File: config.mk
export PLATFORM = sky130hd
export DESIGN_NAME = serial_pattern_tx
export DESIGN_NICKNAME = d
export VERILOG_FILES = /design/src/rtl/serial_pattern_tx.sv
export SDC_FILE = /design/constraint.sdc
export NUM_CORES = 1
export LEC_CHECK = 0
export CORE_AREA = 2 2 105 56
export DETAILED_ROUTE_END_ITERATION = 7
export DIE_AREA = 0 0 107 58
export GPL_TIMING_DRIVEN = 0
export HOLD_SLACK_MARGIN = 0.03
export PLACE_DENSITY = 0.75
export SYNTH_ARGS = -nofsm -noshare
export SYNTH_HDL_FRONTEND = slang
export SYNTH_SLANG_ARGS = --single-unit
export TNS_END_PERCENT = 30
File: constraint.sdc
create_clock -name CLK -period 2.3 [get_ports CLK]
set_clock_uncertainty 0.2 [all_clocks]
set_input_delay 0.345 -clock CLK [delete_from_list [all_inputs] [get_ports CLK]]
set_output_delay 0.345 -clock CLK [all_outputs]
set_load 0.05 [all_outputs]
File: src/rtl/serial_pattern_tx.sv
// rtl/serial_pattern_tx.sv - sync+payload(+parity) serial frame transmitter with repeat and idle gap
// Optional trailing even-parity bit: define SERIAL_PATTERN_TX_PARITY_EN.
module serial_pattern_tx #(
    parameter int               DATA_W   = 8,
    parameter int               SYNC_W   = 4,
    parameter logic [SYNC_W-1:0] SYNC_PAT = 4'b1101,
    parameter int               GAP_LEN  = 2
) (
    input  logic              CLK,
    input  logic              rst_n,
    input  logic              start,
    input  logic [DATA_W-1:0] data,
    input  logic [3:0]        rpt,
    output logic              ready,
    output logic              out,
    output logic              out_valid,
    output logic              done,
    output logic [7:0]        frame_cnt
);

    localparam int CNT_W = 6;
    localparam int GAP_W = 16;
    localparam logic [CNT_W-1:0] SYNC_LAST = CNT_W'(SYNC_W - 1);
    localparam logic [CNT_W-1:0] DATA_LAST = CNT_W'(DATA_W - 1);
    localparam logic [GAP_W-1:0] GAP_LAST  = GAP_W'(GAP_LEN - 1);

    typedef enum logic [2:0] {
        S_IDLE,
        S_SYNC,
        S_DATA,
`ifdef SERIAL_PATTERN_TX_PARITY_EN
        S_PAR,
`endif
        S_GAP
    } state_t;

    state_t             state;
    logic [DATA_W-1:0]  data_q;
    logic [3:0]         rep_left;
    logic [CNT_W-1:0]   cnt;
    logic [GAP_W-1:0]   gap_cnt;

    logic [CNT_W-1:0]   cnt_m1;
    logic               sync_bit;
    logic               data_bit;
    logic               last_bit;

    // cnt counts the bits still to follow the one currently on out
    assign cnt_m1   = cnt - CNT_W'(1);
    assign sync_bit = |(SYNC_PAT & (SYNC_W'(1) << cnt_m1));
    assign data_bit = |(data_q & (DATA_W'(1) << cnt_m1));

`ifdef SERIAL_PATTERN_TX_PARITY_EN
    assign last_bit = (state == S_PAR);
`else
    assign last_bit = (state == S_DATA) && (cnt == '0);
`endif

    always_ff @(posedge CLK or negedge rst_n) begin
        if (!rst_n) begin
            state     <= S_IDLE;
            out       <= 1'b0;
            out_valid <= 1'b0;
            done      <= 1'b0;
            ready     <= 1'b1;
            frame_cnt <= 8'd0;
            data_q    <= '0;
            rep_left  <= 4'd0;
            cnt       <= '0;
            gap_cnt   <= '0;
        end else begin
            done <= 1'b0;
            if (last_bit) begin
                frame_cnt <= frame_cnt + 8'd1;
                out       <= 1'b0;
                out_valid <= 1'b0;
                cnt       <= '0;
                if (rep_left != 4'd0) begin
                    rep_left <= rep_left - 4'd1;
                    gap_cnt  <= GAP_LAST;
                    state    <= S_GAP;
                end else begin
                    state <= S_IDLE;
                    ready <= 1'b1;
                    done  <= 1'b1;
                end
            end else begin
                case (state)
                    S_IDLE: begin
                        if (start) begin
                            data_q    <= data;
                            rep_left  <= rpt;
                            cnt       <= SYNC_LAST;
                            out       <= SYNC_PAT[SYNC_W-1];
                            out_valid <= 1'b1;
                            ready     <= 1'b0;
                            state     <= S_SYNC;
                        end
                    end
                    S_SYNC: begin
                        if (cnt != '0) begin
                            out <= sync_bit;
                            cnt <= cnt_m1;
                        end else begin
                            out   <= data_q[DATA_W-1];
                            cnt   <= DATA_LAST;
                            state <= S_DATA;
                        end
                    end
                    S_DATA: begin
                        if (cnt != '0) begin
                            out <= data_bit;
                            cnt <= cnt_m1;
                        end
`ifdef SERIAL_PATTERN_TX_PARITY_EN
                        else begin
                            out   <= ^data_q;
                            state <= S_PAR;
                        end
`endif
                    end
                    S_GAP: begin
                        // same latched payload is resent after the gap
                        if (gap_cnt != '0) begin
                            gap_cnt <= gap_cnt - GAP_W'(1);
                        end else begin
                            cnt       <= SYNC_LAST;
                            out       <= SYNC_PAT[SYNC_W-1];
                            out_valid <= 1'b1;
                            state     <= S_SYNC;
                        end
                    end
                    default: state <= S_IDLE;
                endcase
            end
        end
    end

endmodule

==> implementation parameters <==
Parameter                              Value

Drt
  Remaining antenna violation count ... 0
  Average detailed-routed wire length per instance ... 16.6 um
  DRC Markers ... 0
  Number of vias in the routed layout ... 2165
  Wire length reported by the detailed router ... 6300 um
  Iter 0 DRT Violations ... 200
  DR pass1 iterations ... 4
  Vias per Instance ... 5.70

Synthesis
  Number of instances in the synthesized netlist ... 259
  Post-Syn Nets ... 282
  Synth cell types ... 53
  Count of yosys warnings during synthesis ... 0
  Synthesis-stage register bit count ... 48
  FFs w/ async S/R, synth ... 100%
  Most instantiated flip-flop cell in the synthesis netlist ... dfrtp_1
  Post-synth design cell area ... 0.00264 mm^2
  Post-synth EDFFs ... 0
  Post-Synthesis Mean Instance Area ... 10.2 um^2
  Portion of the post-synthesis area used by sequential elements ... 45.5%

Layout
  Final core utilization ... 65.1%
  Nets ... 329
  Most common cell after layout, fill and taps aside ... dfrtp_1
  Final standard cell count with taps included and fillers excluded ... 380
  Most frequent cells in the layout ... dfrtp_1 (46), clkdlybuf4s50_1 (25), nand2_1 (21), inv_1 (15), nor2_1 (15)
  Area of all placed cells without fillers ... 0.00345 mm^2
  Number of inserted diodes ... 0
  Layout cells sized above 1 ... 23.8%
  Signed area change from the synthesized netlist to the final layout ... 30.7%

Setup path
  Critical path startpoint category ... register
  Req. time, crit path ... 2.30 ns
  Crit Reg-Reg Startpoint ... cnt[1]$_DFFE_PN0P_
  Worst endpoint data arrival time ... 2.31 ns
  CP Max Fanout ... 5
  Cell breakdown of the critical path ... inv_2, ha_4, or4b_4, nor3_4, buf_4, and4_4, nand3_2, xnor2_1
  CP max stage cell ... or4b_4
  Endpoint type of the worst setup path ... register
  Number of cells on the worst reg-to-reg path ... 8
  Endpoint of the lowest-slack register-to-register path ... frame_cnt[7]$_DFFE_PN0P_
  Register-to-Register Setup Slack ... -0.008 ns
  Maximum single-stage delay on the critical path ... 0.54 ns
  Type of the setup path with the least slack ... register to register

Floorplan
  Floorplan Core Area ... 0.00530 mm^2
  Horizontal die dimension ... 107 um
  Initial Util ... 49.8%
  Die Outline Area ... 0.00621 mm^2
  Die Y-Extent ... 58 um
  Number of standard-cell rows in the floorplan ... 19
  Total I/O pin count ... 27

Clock network
  Maximum root-to-sink buffer count ... 2
  CTS tree ... done
  Clock transition time at the flip-flop clock pins of the worst setup and hold paths ... 0.09 ns
  H-tree depth ... 2
  Number of buffers added by the clock tree synthesis step ... 5
  Insertion delay of the later-clocked pin in the worst-skew pair ... 0.30 ns
  Buffer type at the clock tree root ... clkbuf_8
  Num Clock Sinks ... 48

Place
  Total of buffers placed on input and output ports ... 26
  Cell count after placement ... 359
  Placed Instance Area ... 0.00304 mm^2
  Post-detailed-placement half-perimeter wirelength ... 4250 um
  Global placement routability congestion ... 0.813
  Setup WS pre-CTS ... -0.249 ns

STA
  Crit path time final ... 2.31 ns
  RSZ-0062 raised after global routing ... yes
  Least-Margin Pin Slew ... 0.565 ns
  Worst hold margin ... 0.271 ns
  Final period utilization ... 100%
  Crit path setup slack, layout ... -0.00798 ns
  Final count of hold timing violations ... 0
  Aggregate negative setup slack ... -0.00798 ns
  FMAX ... 0.433 GHz
  Final setup violation count ... 1
  Count of pins over their slew limit ... 0
  Worst slew margin ... 62.1%

Pwr
  Pwr dens ... 1150 mW/mm^2
  Worst supply voltage drop on vdd ... 0.521 mV
  Static power due to leakage ... 1.46 nW
  Final Power ... 3.97 mW

Min path
  Startpoint of the tightest hold check path ... frame_cnt[7]$_DFFE_PN0P_
  End point of the most critical hold path ... frame_cnt[7]$_DFFE_PN0P_
  Cells on Worst Hold Path ... 1
  Min-delay worst type ... register to register

Global routing
  Maximum number of pins on one net before global-route repair ... 27
  Number of global-route vias before repair ... 1976
  Total grt overflow ... 0
  Global-route usage over all layers ... 21.0%
  First-pass GRT wire length ... 9870 um
  Number of antenna violations at the first check in global routing ... 0

Job
  Max_cap viols ... 0

Status
  Run status ... finished, violations left
  Failing checks ... negative setup slack
==> metal layers <==
metal  global-route usage (%)  vias up  share of wire [%]  wire (um)
met5                        0        -                  0          0
met4                     5.57        0               0.64         40
met3                     4.95        8                7.6        476
met2                     29.2       80                 42       2640
met1                     32.8     1037                 50       3140
li1                         -     1040                  -          -
==> cell families after synthesis <==
group | synth area share, %
AND/OR/NAND/NOR | 21.4
XOR/XNOR | 4.97
adder cells (fa/ha/maj) | 3.79
multiplexers | 7.39
buffers and inverters | 4.17
flip-flops | 45.5
AO/OA/AOI/OAI | 12.8
==> critical path: cells and delay by family (launching register included) <==
kind,cells,cell delay (ns)
adders and majority gates,1,0.14
xor gates and xnor gates,1,0.12
and+or+nand+nor,4,1.07
buffers and inverters,2,0.26
DFF,1,0.43
==> worst max path at each step <==
stage | to | from | cells after the start
finish | frame_cnt[7]$_DFFE_PN0P_ | cnt[1]$_DFFE_PN0P_ | 8
detailed placement | state[0]$_DFFE_PN0P_ | cnt[0]$_DFFE_PN0P_ | 9
CTS | frame_cnt[7]$_DFFE_PN0P_ | cnt[0]$_DFFE_PN0P_ | 9
global placement | gap_cnt[7]$_DFFE_PN0P_ | rst_n | 1
global route | frame_cnt[7]$_DFFE_PN0P_ | cnt[1]$_DFFE_PN0P_ | 8
floorplan | frame_cnt[3]$_DFFE_PN0P_ | cnt[0]$_DFFE_PN0P_ | 8
==> repair_timing <==
action,CTS,global route
gates resized for setup,11,28
setup buffers,9,6
pin swaps,2,6
endpoints found under the hold margin,21,0
gates cloned,0,0
setup endpoints to repair,36,36
hold buffers,1,0
==> synthesized netlist by cell type (all sizes together) (3+ instances only) <==
master / instances / area [um^2]
a21oi: 14 / 70.1
a31oi: 4 / 25.0
and3: 4 / 25.0
buf: 4 / 20.0
clkbuf: 6 / 22.5
dfrtp: 47 / 1180
ha: 8 / 100
inv: 18 / 67.6
mux2: 8 / 90.1
mux2i: 6 / 60.1
nand2: 22 / 82.6
nand3: 8 / 40.0
nand4: 7 / 58.8
nor2: 16 / 62.6
nor3: 9 / 66.3
nor3b: 4 / 30.0
nor4: 5 / 67.6
nor4b: 4 / 47.6
o21ai: 16 / 80.1
o22ai: 5 / 31.3
o31ai: 3 / 22.5
xnor2: 6 / 52.6
xor2: 9 / 78.8
==> report_power, final <==
group          internal [mW]  switching [mW]  leakage, nW
combinational          0.905            1.04        0.795
sequential              1.11           0.314        0.610
clock                  0.323           0.278       0.0552
total                   2.34            1.63         1.46
==> layout make-up <==
type,instances,area (um^2)
Multi-Input combinational cell,183,1530
Timing Repair Buffer,43,414
Buffer,7,36.3
Clock buffer,6,72.6
Inverter,18,72.6
Tap cell,73,91.3
Fill cell,424,1850
Clock inverter,2,35.0
Sequential cell,48,1200
==> state kept, by name, summed over array words and instances (netlist names) <==
register / flops
ready: 1
state: 2
rep_left: 4
out: 1
done: 1
out_valid: 1
data_q: 8
frame_cnt: 8
cnt: 6
gap_cnt: 16
Power figures use the tool's default switching activity.
